==> src/rtl/trinity_tile_v2_pkg.sv <==
`default_nettype none
// ============================================================================
//  Module   : trinity_pkg
//  Purpose  : Shared opcode / state encodings and widths for the Trinity v2
//             tile.
//  Revision : 2.0 - second-generation tile with command FSM
// ============================================================================
package trinity_pkg;

    // Command opcodes carried on uii_cmd
    typedef enum logic [2:0] {
        OP_NOP   = 3'd0,
        OP_LOAD  = 3'd1,
        OP_ADD   = 3'd2,
        OP_STORE = 3'd3,
        OP_FETCH = 3'd4,
        OP_CLR   = 3'd5,
        OP_SEND  = 3'd6,
        OP_RECV  = 3'd7
    } opcode_e;

    // Command FSM states; encoding 3 is unused and treated as IDLE
    typedef enum logic [1:0] {
        ST_IDLE      = 2'd0,
        ST_SEND_WAIT = 2'd1,
        ST_RECV_WAIT = 2'd2
    } state_e;

    // {state[1:0], carry, rx_full}
    localparam int STATUS_W = 4;

endpackage
`default_nettype wire

==> src/rtl/trinity_tile_v2_if.sv <==
`default_nettype none
// ============================================================================
//  Module   : trinity_tile_v2_if
//  Purpose  : Command port, pad output and neighbour link bundle of the
//             Trinity v2 tile. The tile connects through the slave modport.
//  Revision : 2.0 - second-generation tile with command FSM
// ============================================================================
interface trinity_tile_v2_if #(
    parameter int WIDTH = 8
);
    import trinity_pkg::*;

    // Command port
    logic [WIDTH-1:0]    uii_in;
    logic [2:0]          uii_cmd;
    logic                uii_cmd_valid;
    logic                uii_cmd_ready;
    logic                uii_abort;

    // Pad-side outputs
    logic [WIDTH-1:0]    uii_out;
    logic [STATUS_W-1:0] uii_status;

    // Inbound link
    logic [WIDTH-1:0]    uii_link_in;
    logic                uii_link_in_valid;
    logic                uii_link_in_ready;

    // Outbound link
    logic [WIDTH-1:0]    uii_link_out;
    logic                uii_link_out_valid;
    logic                uii_link_out_ready;
    logic [WIDTH-1:0]    uii_link_oe;

    modport slave (
        input  uii_in, uii_cmd, uii_cmd_valid, uii_abort,
        input  uii_link_in, uii_link_in_valid, uii_link_out_ready,
        output uii_cmd_ready, uii_out, uii_status, uii_link_in_ready,
        output uii_link_out, uii_link_out_valid, uii_link_oe
    );

    modport master (
        output uii_in, uii_cmd, uii_cmd_valid, uii_abort,
        output uii_link_in, uii_link_in_valid, uii_link_out_ready,
        input  uii_cmd_ready, uii_out, uii_status, uii_link_in_ready,
        input  uii_link_out, uii_link_out_valid, uii_link_oe
    );

endinterface
`default_nettype wire

==> src/rtl/trinity_rx_buf.sv <==
`default_nettype none
// ============================================================================
//  Module   : trinity_rx_buf
//  Purpose  : One-entry inbound link holding register. Captures a word when
//             offered while empty; the consumer clears it. No bypass path.
//  Revision : 2.0 - second-generation tile with command FSM
// ============================================================================
module trinity_rx_buf #(
    parameter int WIDTH = 8
) (
    input  wire logic             clk,
    input  wire logic             rst_n,
    input  wire logic [WIDTH-1:0] i_data,
    input  wire logic             i_capture,
    input  wire logic             i_consume,
    output logic                  o_full,
    output logic [WIDTH-1:0]      o_data
);

    logic             r_full;
    logic [WIDTH-1:0] r_data;

    // Consume only while full and capture only while empty, so the two never collide
    always_ff @(posedge clk or negedge rst_n) begin
        if (!rst_n) begin
            r_full <= 1'b0;
            r_data <= '0;
        end else if (i_consume && r_full) begin
            r_full <= 1'b0;
        end else if (i_capture && !r_full) begin
            r_full <= 1'b1;
            r_data <= i_data;
        end
    end

    assign o_full = r_full;
    assign o_data = r_data;

endmodule
`default_nettype wire

==> src/rtl/trinity_tile_v2.sv <==
`default_nettype none
// ============================================================================
//  Module   : trinity_tile_v2
//  Purpose  : Single-issue accumulator tile: WIDTH-bit accumulator with carry,
//             DEPTH-entry local memory, and valid/ready neighbour link driven
//             by a small command FSM.
//  Revision : 2.0 - second-generation tile with command FSM
// ============================================================================
module trinity_tile_v2
    import trinity_pkg::*;
#(
    parameter int WIDTH = 8,
    parameter int DEPTH = 4
) (
    input  wire logic        sys_clk,
    input  wire logic        sys_rst_n,
    trinity_tile_v2_if.slave bus
);

    localparam int         c_AW           = $clog2(DEPTH);
    localparam logic [1:0] c_ST_IDLE      = ST_IDLE;
    localparam logic [1:0] c_ST_SEND_WAIT = ST_SEND_WAIT;
    localparam logic [1:0] c_ST_RECV_WAIT = ST_RECV_WAIT;

    logic [1:0]       r_state;
    logic [1:0]       w_state_nxt;
    logic [WIDTH-1:0] r_acc;
    logic             r_carry;
    logic [WIDTH-1:0] r_mem [DEPTH];

    logic             w_rx_full;
    logic [WIDTH-1:0] w_rx_data;
    logic             w_idle;
    logic             w_sending;
    logic             w_accept;
    logic             w_consume;
    opcode_e          w_op;
    logic [c_AW-1:0]  w_addr;
    logic [WIDTH:0]   w_sum;

    // Anything that is not a wait state (including the unused code) behaves as IDLE
    assign w_idle    = (r_state != c_ST_SEND_WAIT) && (r_state != c_ST_RECV_WAIT);
    assign w_sending = (r_state == c_ST_SEND_WAIT);
    assign w_op      = opcode_e'(bus.uii_cmd);
    assign w_accept  = bus.uii_cmd_valid && w_idle;
    assign w_addr    = bus.uii_in[c_AW-1:0];
    assign w_sum     = {1'b0, r_acc} + {1'b0, bus.uii_in};

    // Abort in RECV_WAIT wins over a buffered word, which stays in the buffer
    assign w_consume = w_rx_full &&
                       ((w_accept && (w_op == OP_RECV)) ||
                        ((r_state == c_ST_RECV_WAIT) && !bus.uii_abort));

    trinity_rx_buf #(
        .WIDTH (WIDTH)
    ) u_rx_buf (
        .clk       (sys_clk),
        .rst_n     (sys_rst_n),
        .i_data    (bus.uii_link_in),
        .i_capture (bus.uii_link_in_valid),
        .i_consume (w_consume),
        .o_full    (w_rx_full),
        .o_data    (w_rx_data)
    );

    // Next-state decode: only SEND and an unsatisfied RECV leave IDLE
    always_comb begin
        w_state_nxt = c_ST_IDLE;
        case (r_state)
            c_ST_SEND_WAIT: begin
                if (!bus.uii_link_out_ready && !bus.uii_abort) begin
                    w_state_nxt = c_ST_SEND_WAIT;
                end
            end
            c_ST_RECV_WAIT: begin
                if (!bus.uii_abort && !w_rx_full) begin
                    w_state_nxt = c_ST_RECV_WAIT;
                end
            end
            default: begin
                if (w_accept && (w_op == OP_SEND)) begin
                    w_state_nxt = c_ST_SEND_WAIT;
                end else if (w_accept && (w_op == OP_RECV) && !w_rx_full) begin
                    w_state_nxt = c_ST_RECV_WAIT;
                end
            end
        endcase
    end

    // State register
    always_ff @(posedge sys_clk or negedge sys_rst_n) begin
        if (!sys_rst_n) begin
            r_state <= c_ST_IDLE;
        end else begin
            r_state <= w_state_nxt;
        end
    end

    // Accumulator and carry; untouched in SEND_WAIT so the outbound word is stable
    always_ff @(posedge sys_clk or negedge sys_rst_n) begin
        if (!sys_rst_n) begin
            r_acc   <= '0;
            r_carry <= 1'b0;
        end else if (w_consume) begin
            r_acc <= w_rx_data;
        end else if (w_accept) begin
            case (w_op)
                OP_LOAD: begin
                    r_acc   <= bus.uii_in;
                    r_carry <= 1'b0;
                end
                OP_ADD: begin
                    r_acc   <= w_sum[WIDTH-1:0];
                    r_carry <= w_sum[WIDTH];
                end
                OP_FETCH: begin
                    r_acc <= r_mem[w_addr];
                end
                OP_CLR: begin
                    r_acc   <= '0;
                    r_carry <= 1'b0;
                end
                default: begin
                end
            endcase
        end
    end

    // Local memory; reset clears every entry
    always_ff @(posedge sys_clk or negedge sys_rst_n) begin
        if (!sys_rst_n) begin
            for (int i = 0; i < DEPTH; i++) begin
                r_mem[i] <= '0;
            end
        end else if (w_accept && (w_op == OP_STORE)) begin
            r_mem[w_addr] <= r_acc;
        end
    end

    assign bus.uii_cmd_ready      = w_idle;
    assign bus.uii_out            = r_acc;
    assign bus.uii_status         = {r_state, r_carry, w_rx_full};
    assign bus.uii_link_in_ready  = !w_rx_full;
    assign bus.uii_link_out       = w_sending ? r_acc : '0;
    assign bus.uii_link_out_valid = w_sending;
    assign bus.uii_link_oe        = {WIDTH{w_sending}};

endmodule
`default_nettype wire

==> src/flat_wrapper.sv <==
// flat-port wrapper written by rule: the top's interface ports become plain ports
module trinity_tile_v2_flat import trinity_pkg::*;
#(
    parameter int WIDTH = 8,
    parameter int DEPTH = 4
)
  (sys_clk, sys_rst_n, bus_uii_in, bus_uii_cmd, bus_uii_cmd_valid, bus_uii_abort, bus_uii_link_in, bus_uii_link_in_valid, bus_uii_link_out_ready, bus_uii_cmd_ready, bus_uii_out, bus_uii_status, bus_uii_link_in_ready, bus_uii_link_out, bus_uii_link_out_valid, bus_uii_link_oe);
  trinity_tile_v2_if #(.WIDTH(WIDTH)) bus_i ();
  input  wire logic sys_clk;
  input  wire logic sys_rst_n;
  input wire logic [$bits(bus_i.uii_in)-1:0] bus_uii_in;
  input wire logic [$bits(bus_i.uii_cmd)-1:0] bus_uii_cmd;
  input wire logic [$bits(bus_i.uii_cmd_valid)-1:0] bus_uii_cmd_valid;
  input wire logic [$bits(bus_i.uii_abort)-1:0] bus_uii_abort;
  input wire logic [$bits(bus_i.uii_link_in)-1:0] bus_uii_link_in;
  input wire logic [$bits(bus_i.uii_link_in_valid)-1:0] bus_uii_link_in_valid;
  input wire logic [$bits(bus_i.uii_link_out_ready)-1:0] bus_uii_link_out_ready;
  output wire logic [$bits(bus_i.uii_cmd_ready)-1:0] bus_uii_cmd_ready;
  output wire logic [$bits(bus_i.uii_out)-1:0] bus_uii_out;
  output wire logic [$bits(bus_i.uii_status)-1:0] bus_uii_status;
  output wire logic [$bits(bus_i.uii_link_in_ready)-1:0] bus_uii_link_in_ready;
  output wire logic [$bits(bus_i.uii_link_out)-1:0] bus_uii_link_out;
  output wire logic [$bits(bus_i.uii_link_out_valid)-1:0] bus_uii_link_out_valid;
  output wire logic [$bits(bus_i.uii_link_oe)-1:0] bus_uii_link_oe;
  assign bus_i.uii_in = bus_uii_in;
  assign bus_i.uii_cmd = bus_uii_cmd;
  assign bus_i.uii_cmd_valid = bus_uii_cmd_valid;
  assign bus_i.uii_abort = bus_uii_abort;
  assign bus_i.uii_link_in = bus_uii_link_in;
  assign bus_i.uii_link_in_valid = bus_uii_link_in_valid;
  assign bus_i.uii_link_out_ready = bus_uii_link_out_ready;
  assign bus_uii_cmd_ready = bus_i.uii_cmd_ready;
  assign bus_uii_out = bus_i.uii_out;
  assign bus_uii_status = bus_i.uii_status;
  assign bus_uii_link_in_ready = bus_i.uii_link_in_ready;
  assign bus_uii_link_out = bus_i.uii_link_out;
  assign bus_uii_link_out_valid = bus_i.uii_link_out_valid;
  assign bus_uii_link_oe = bus_i.uii_link_oe;
  trinity_tile_v2 #(.WIDTH(WIDTH), .DEPTH(DEPTH)) u_core (.sys_clk(sys_clk), .sys_rst_n(sys_rst_n), .bus(bus_i));
endmodule
==> config.mk <==
export PLATFORM = sky130hd
export DESIGN_NAME = trinity_tile_v2_flat
export DESIGN_NICKNAME = d
export VERILOG_FILES = /design/src/rtl/trinity_tile_v2_pkg.sv /design/src/rtl/trinity_tile_v2_if.sv /design/src/rtl/trinity_rx_buf.sv /design/src/rtl/trinity_tile_v2.sv /design/src/flat_wrapper.sv
export SDC_FILE = /design/constraint.sdc
export NUM_CORES = 1
export LEC_CHECK = 0
export CORE_MARGIN = 3
export CORE_UTILIZATION = 50
export CTS_BUF_LIST = sky130_fd_sc_hd__clkbuf_16
export CTS_CLUSTER_SIZE = 28
export DETAILED_ROUTE_END_ITERATION = 10
export PLACE_DENSITY = 0.77
export SLEW_MARGIN = 10
export SYNTH_ARGS = -nofsm -noshare
export SYNTH_HDL_FRONTEND = slang
export SYNTH_HIERARCHICAL = 1
export SYNTH_SLANG_ARGS = --single-unit
==> constraint.sdc <==
create_clock -name sys_clk -period 6.27 [get_ports sys_clk]
set_clock_uncertainty 0.2 [all_clocks]
set_input_delay 1.254 -clock sys_clk [delete_from_list [all_inputs] [get_ports sys_clk]]
set_output_delay 1.254 -clock sys_clk [all_outputs]
set_load 0.005 [all_outputs]
* After elaboration in Yosys (flattened, before gate mapping)
Cells that the tools add are included.
** Word-level totals
- Flip-flop bits (word level) :: 52
- Bits in latches :: 0
- Bits in writable memories :: 0
- Memory bits (read-only) :: 0
- Input bits :: 25
- Output and inout port bits :: 31
- Logic and storage cells :: 69
- Memories kept :: 0
** Operators by class
- Add/subtract/negate cells :: 1
- Multipliers :: 0
- Div/mod/pow operators :: 0
- $lt $le $gt $ge :: 2
- Equal/unequal tests :: 11
- Shift-type cells :: 0
- Muxes and demuxes :: 18
- Bitwise operators :: 3
- Reductions and logical operators :: 25
** Operators by type and width (number)
- two-way mux 8 bit :: 6
- bitwise mux 32 bit :: 1
- one-hot mux 8 bit (4 select lines) :: 1
- binary-select mux 8 bit (select 2 bit) :: 1
- demux 8 bit (select 2 bit) :: 1
- logical AND 1 bit :: 13
- equality test 3 bit, second input constant :: 4
- adder 8 x 8 -> 9 bit :: 1
- equality test 3 x 2 -> 1 bit, second input constant :: 2
- two-way mux 2 bit :: 3
- nonzero test 2 bit :: 3
- nonzero test 5 bit :: 1
- one-hot mux 2 bit (2 select lines) :: 1
- AND reduction 2 bit :: 2
- equality test 3 x 1 -> 1 bit, second input constant :: 1
- >= comparator 3 bit, second input constant :: 1
- zero test 1 bit :: 3
- < comparator 3 x 1 -> 1 bit, second input constant :: 1
- two-way mux 1 bit :: 3
- inverter 2 -> 3 bit :: 1
- AND reduction 3 bit :: 1
- equality test 2 x 1 -> 1 bit, second input constant :: 1
- equality test 2 bit, second input constant :: 1
- inequality test 2 x 1 -> 1 bit, second input constant :: 1
- 5 further kinds :: 6

* Depth between registers and ports, before layout
- Depth in word-level cells :: 9
- Depth in mapped cells :: 8
- Mapped depth without buffers :: 8

* Cells and area by module
Netlist, hierarchy kept.
** By module, submodules not included
- trinity_tile_v2 :: instances 1, cells an instance 246, area each 2790.2 um2, seq. area each 1076.0 um2
- trinity_rx_buf :: instances 1, cells an instance 21, area each 374.1 um2, seq. area each 225.2 um2

* Worst setup path after synthesis
No wires, ideal clock.
- Kind :: input to register
- Start point :: input port bus_uii_in[0]
- End point :: register u_core.r_acc[6] (netlist: u_core/bus.uii_out[6])
- Library setup time :: 0.131 ns
- Arrival :: 2.881 ns
- Data required time :: 5.939 ns
- Path slack :: 3.058 ns
- Cell stages on the path :: 7
- Buffers on the path :: 0
- Cells stage by stage :: ha_1 -> fa_1 -> a211oi_1 -> nor2_1 -> mux2_2 -> a2111oi_4 -> nor3_1
** Between the ends
- Word-level cells in the longest chain between the ends :: 7
- Elaborated cells on any way between the ends :: 8
- Classes of those cells :: add/sub (1); mux (6); bitwise (1)
** RTL lines
- from (decl) :: RTL line flat_wrapper.sv:11 : input wire logic [$bits(bus_i.uii_in)-1:0] bus_uii_in;
- branches (longest 4 deep; another with adder 8 x 8 -> 9 bit)
- one-hot mux 8 bit (4 select lines) (*) :: RTL line trinity_tile_v2.sv:107 : case (w_op)
- two-way mux 8 bit (*) :: RTL line trinity_tile_v2.sv:106 : end else if (w_accept) begin
- two-way mux 8 bit (*) :: RTL line trinity_tile_v2.sv:104 : end else if (w_consume) begin
- to (signal assigned) :: RTL line trinity_tile_v2.sv:105 : r_acc <= w_rx_data;
- to (signal assigned) :: RTL line trinity_tile_v2.sv:109 : r_acc <= bus.uii_in;
- to (signal assigned) :: RTL line trinity_tile_v2.sv:117 : r_acc <= r_mem[w_addr];
- to (decl) :: RTL line trinity_tile_v2.sv:27 : logic [WIDTH-1:0] r_acc;
Mark *: on every way between the ends. The select of a mux whose other input is x is not followed.
A chain may end at the register's enable or synchronous reset.

* Worst setup path after layout
Ends and elaborated chain as after synthesis.

==> results.tsv <==
stage	metric	value	unit
layout	Final #Nets	346	
floorplan	die width	85.6	µm
setup_path	kind of critical path	in -> reg	
clock_network	CTS Buffer Depth	2	
global_route	first-pass GRT wire length	12300	µm
global_route	met1 Usage GRT	28.4	%
logic_synthesis	Synth Cell Area	0.00316	mm²
power	Max rail drop VDD	0.206	mV
power	LEAKAGE	1.62	nW
status	status	completed	
clock_network	# hold bufs at CTS	0	
routing	Vias per Instance	6.13	
routing	DR WL/cell	19.6	µm
floorplan	I/O pins	56	
logic_synthesis	Seq/Total Area, Yosys	41.1	%
floorplan	core area	0.00603	mm²
place	Area after DPL	0.00367	mm²
sta	Slew @ Worst Pin	0.871	ns
layout	ANT cells	0	
routing	vias	2367	
logic_synthesis	Net Count, Synth	303	
floorplan	initial core utilization	52.5	%
hold_path	worst hold path class	reg -> reg	
routing	Pre-antenna DRT Iters	4	
sta	fmax	237	MHz
global_route	largest net degree at the start of global routing	53	
setup_path	critical path startpoint category	input port	
logic_synthesis	Top FF cell, synth	dfrtp_1	
global_route	Overflow after GRT	0	
sta	Final period util	67.2	%
global_route	initial antenna violation count	0	
sta	setup violators final	0	
clock_network	post-CTS sizing	0	
logic_synthesis	Async SR Flop Fraction	100	%
logic_synthesis	Yosys warnings	6	
routing	DRT Wirelength	7550	µm
sta	min Tclk post-route	4.21	ns
logic_synthesis	Avg Inst Size Synth	11.9	µm²
power	PwrDens	288	mW/mm²
sta	max_slew headroom	41.7	%
sta	RSZ-0062 raised after global routing	no	
sta	Slew Limit Fails	0	
logic_synthesis	#FFs+latches synth	52	
layout	post-route cell area	0.00382	mm²
place	hpwl dp	5390	µm
setup_path	CP arrival	4.18	ns
floorplan	Die ar.	0.00732	mm²
layout	Layout area overhead	20.6	%
global_route	GRT Total Usage	21.6	%
place	routability cong.	0.867	
global_route	gr busiest metal	met2	
logic_synthesis	Post-synth EDFFs	0	
layout	post-layout util	63.3	%
clock_network	Reg clk slew, reported paths	0.07	ns
setup_path	critical path data required time	6.24	ns
clock_network	setup bufs post-CTS	0	
routing	drt initial violations	233	
routing	DRC Markers	0	
logic_synthesis	Post-Synthesis Cells	267	
clock_network	Num CTS Buffers	5	
logic_synthesis	biggest area consumer among synthesized cells	dfrtp_1	
setup_path	crit end category	flip-flop	
clock_network	htree depth	2	
place	# port buffers	55	
sta	Final WS setup	2.06	ns
sta	final hold viol count	0	
power	total design power	1.10	mW
global_route	met3 GRT Util	3.94	%
floorplan	row cnt	28	
layout	share of cells above drive strength 1	20.3	%
logic_synthesis	Synth area leaders	dfrtp_1 (41%), mux2_2 (11%), mux4_2 (4.3%), ha_1 (4.0%), mux2_4 (3.8%)	
logic_synthesis	unique cell type count in the Yosys netlist	54	
clock_network	Clock Latency Late Sink	0.29	ns
place	post-place setup slack	1.76	ns
clock_network	CTS tree	yes	
global_route	M2 GR Usage	35.9	%
routing	Post-DRT Antenna Nets	0	
clock_network	CTS Sinks	52	
job	Max-cap violations	0	
floorplan	Die H	85.6	µm
sta	Fin Setup TNS	0	ns
global_route	vias in the first global route	2436	
clock_network	clock root buffer	clkbuf_16	
setup_path	Worst Path Max Fanout	14	
logic_synthesis	Synth top area share	41.1	%
==> worst max-delay path, stage by stage <==
cell and delay, ns:
clkdlybuf4s50_1 0.85, ha_1 0.50, fa_1 0.45, a211oi_1 0.26
nor2_1 0.13, mux2_2 0.31, a2111oi_4 0.33, nor3_1 0.09
==> registers in the layout, indices dropped and copies added, names as in the netlist <==
register,flops
u_core/u_rx_buf/o_full,1
u_core/bus.uii_out,8
u_core/u_rx_buf/o_data,8
u_core/r_carry,1
u_core/r_mem,32
u_core/r_state,2
==> kinds of logic after synthesis <==
kind of cell	count (synthesis)	share of synthesized area [%]
adder cells (fa/ha/maj)	11	4.59
buffers and inverters	30	5.61
XOR/XNOR	1	0.277
multiplexers	52	22.5
AO/OA/AOI/OAI	62	15.1
AND/OR/NAND/NOR	59	10.8
flip-flops	52	41.1
==> per-layer routing <==
| metal | wire, µm | vias to the layer above | share of wire (%) |
|---|---|---|---|
| met2 | 3780 | 91 | 50 |
| met4 | 165 | 0 | 2.2 |
| li1 | - | 1079 | - |
| met5 | 0 | - | 0 |
| met1 | 3220 | 1178 | 43 |
| met3 | 393 | 19 | 5.2 |
==> cell usage after synthesis, drive strengths merged, types with 2 or more instances <==
library cell	number
a211o	2
a211oi	9
a21o	5
a21oi	12
a32oi	3
and2	9
and3	2
buf	20
dfrtp	52
ha	10
inv	10
mux2	43
mux4	8
nand2	8
nand2b	4
nand3	4
nor2	17
nor2b	2
nor3	5
nor4	2
o2111ai	2
o211ai	2
o21a	2
o21ai	13
o41ai	2
==> cell usage in the layout (no fill, tap or decap), types with 2 or more instances in the layout <==
master	n
clkdlybuf4s50_1	54
dfrtp_1	52
mux2_2	32
nor2_1	17
inv_1	11
o21ai_0	11
a21oi_1	10
ha_1	10
and2_1	9
a211oi_1	9
nand2_1	8
mux2_4	8
mux4_2	6
clkbuf_16	5
a21o_1	5
nor3_1	5
nand3_1	4
nand2b_1	4
a32oi_1	3
mux2_1	3
o41ai_1	2
nor4_4	2
o2111ai_1	2
o21a_1	2
o21ai_1	2
o211ai_1	2
a211o_1	2
mux4_1	2
==> where the power goes <==
group / internal (mW) / switching (mW)
Sequential: 0.425 / 0.0720
Combinational: 0.196 / 0.140
Clock: 0.147 / 0.120
==> through the flow <==
stage / hold WS, ns / std cells
after floorplan: 0.249 / 267
after global placement: 0.262 / 378
after detailed placement: 0.267 / 378
after CTS: 0.283 / 386
after global routing: 0.301 / 386
final: 0.286 / 386
==> cell type report <==
| type | instances | area [µm²] |
|---|---|---|
| Multi-Input combinational cell | 185 | 1690 |
| Fill cell | 478 | 2210 |
| Tap cell | 75 | 93.8 |
| Inverter | 10 | 37.5 |
| Clock buffer | 5 | 125 |
| Sequential cell | 52 | 1300 |
| Timing Repair Buffer | 56 | 553 |
| Clock inverter | 3 | 20.0 |
==> final timing paths <==
check / start / endpoint / slack (ns) / cells after the start
worst max-delay path: bus_uii_in[0] / u_core/bus.uii_out[6] / 2.06 / 8
worst min-delay path: u_core/r_mem[29] / u_core/r_mem[29] / 0.29 / 1
worst max register to register: u_core/bus.uii_out[0] / u_core/bus.uii_out[6] / 3.65 / 7
worst min register to register: u_core/r_mem[29] / u_core/r_mem[29] / 0.29 / 1
max in group asynchronous: sys_rst_n / u_core/u_rx_buf/o_full / 4.54 / 2
min in group asynchronous: sys_rst_n / u_core/bus.uii_out[5] / 0.88 / 2
Power figures use the tool's default switching activity.
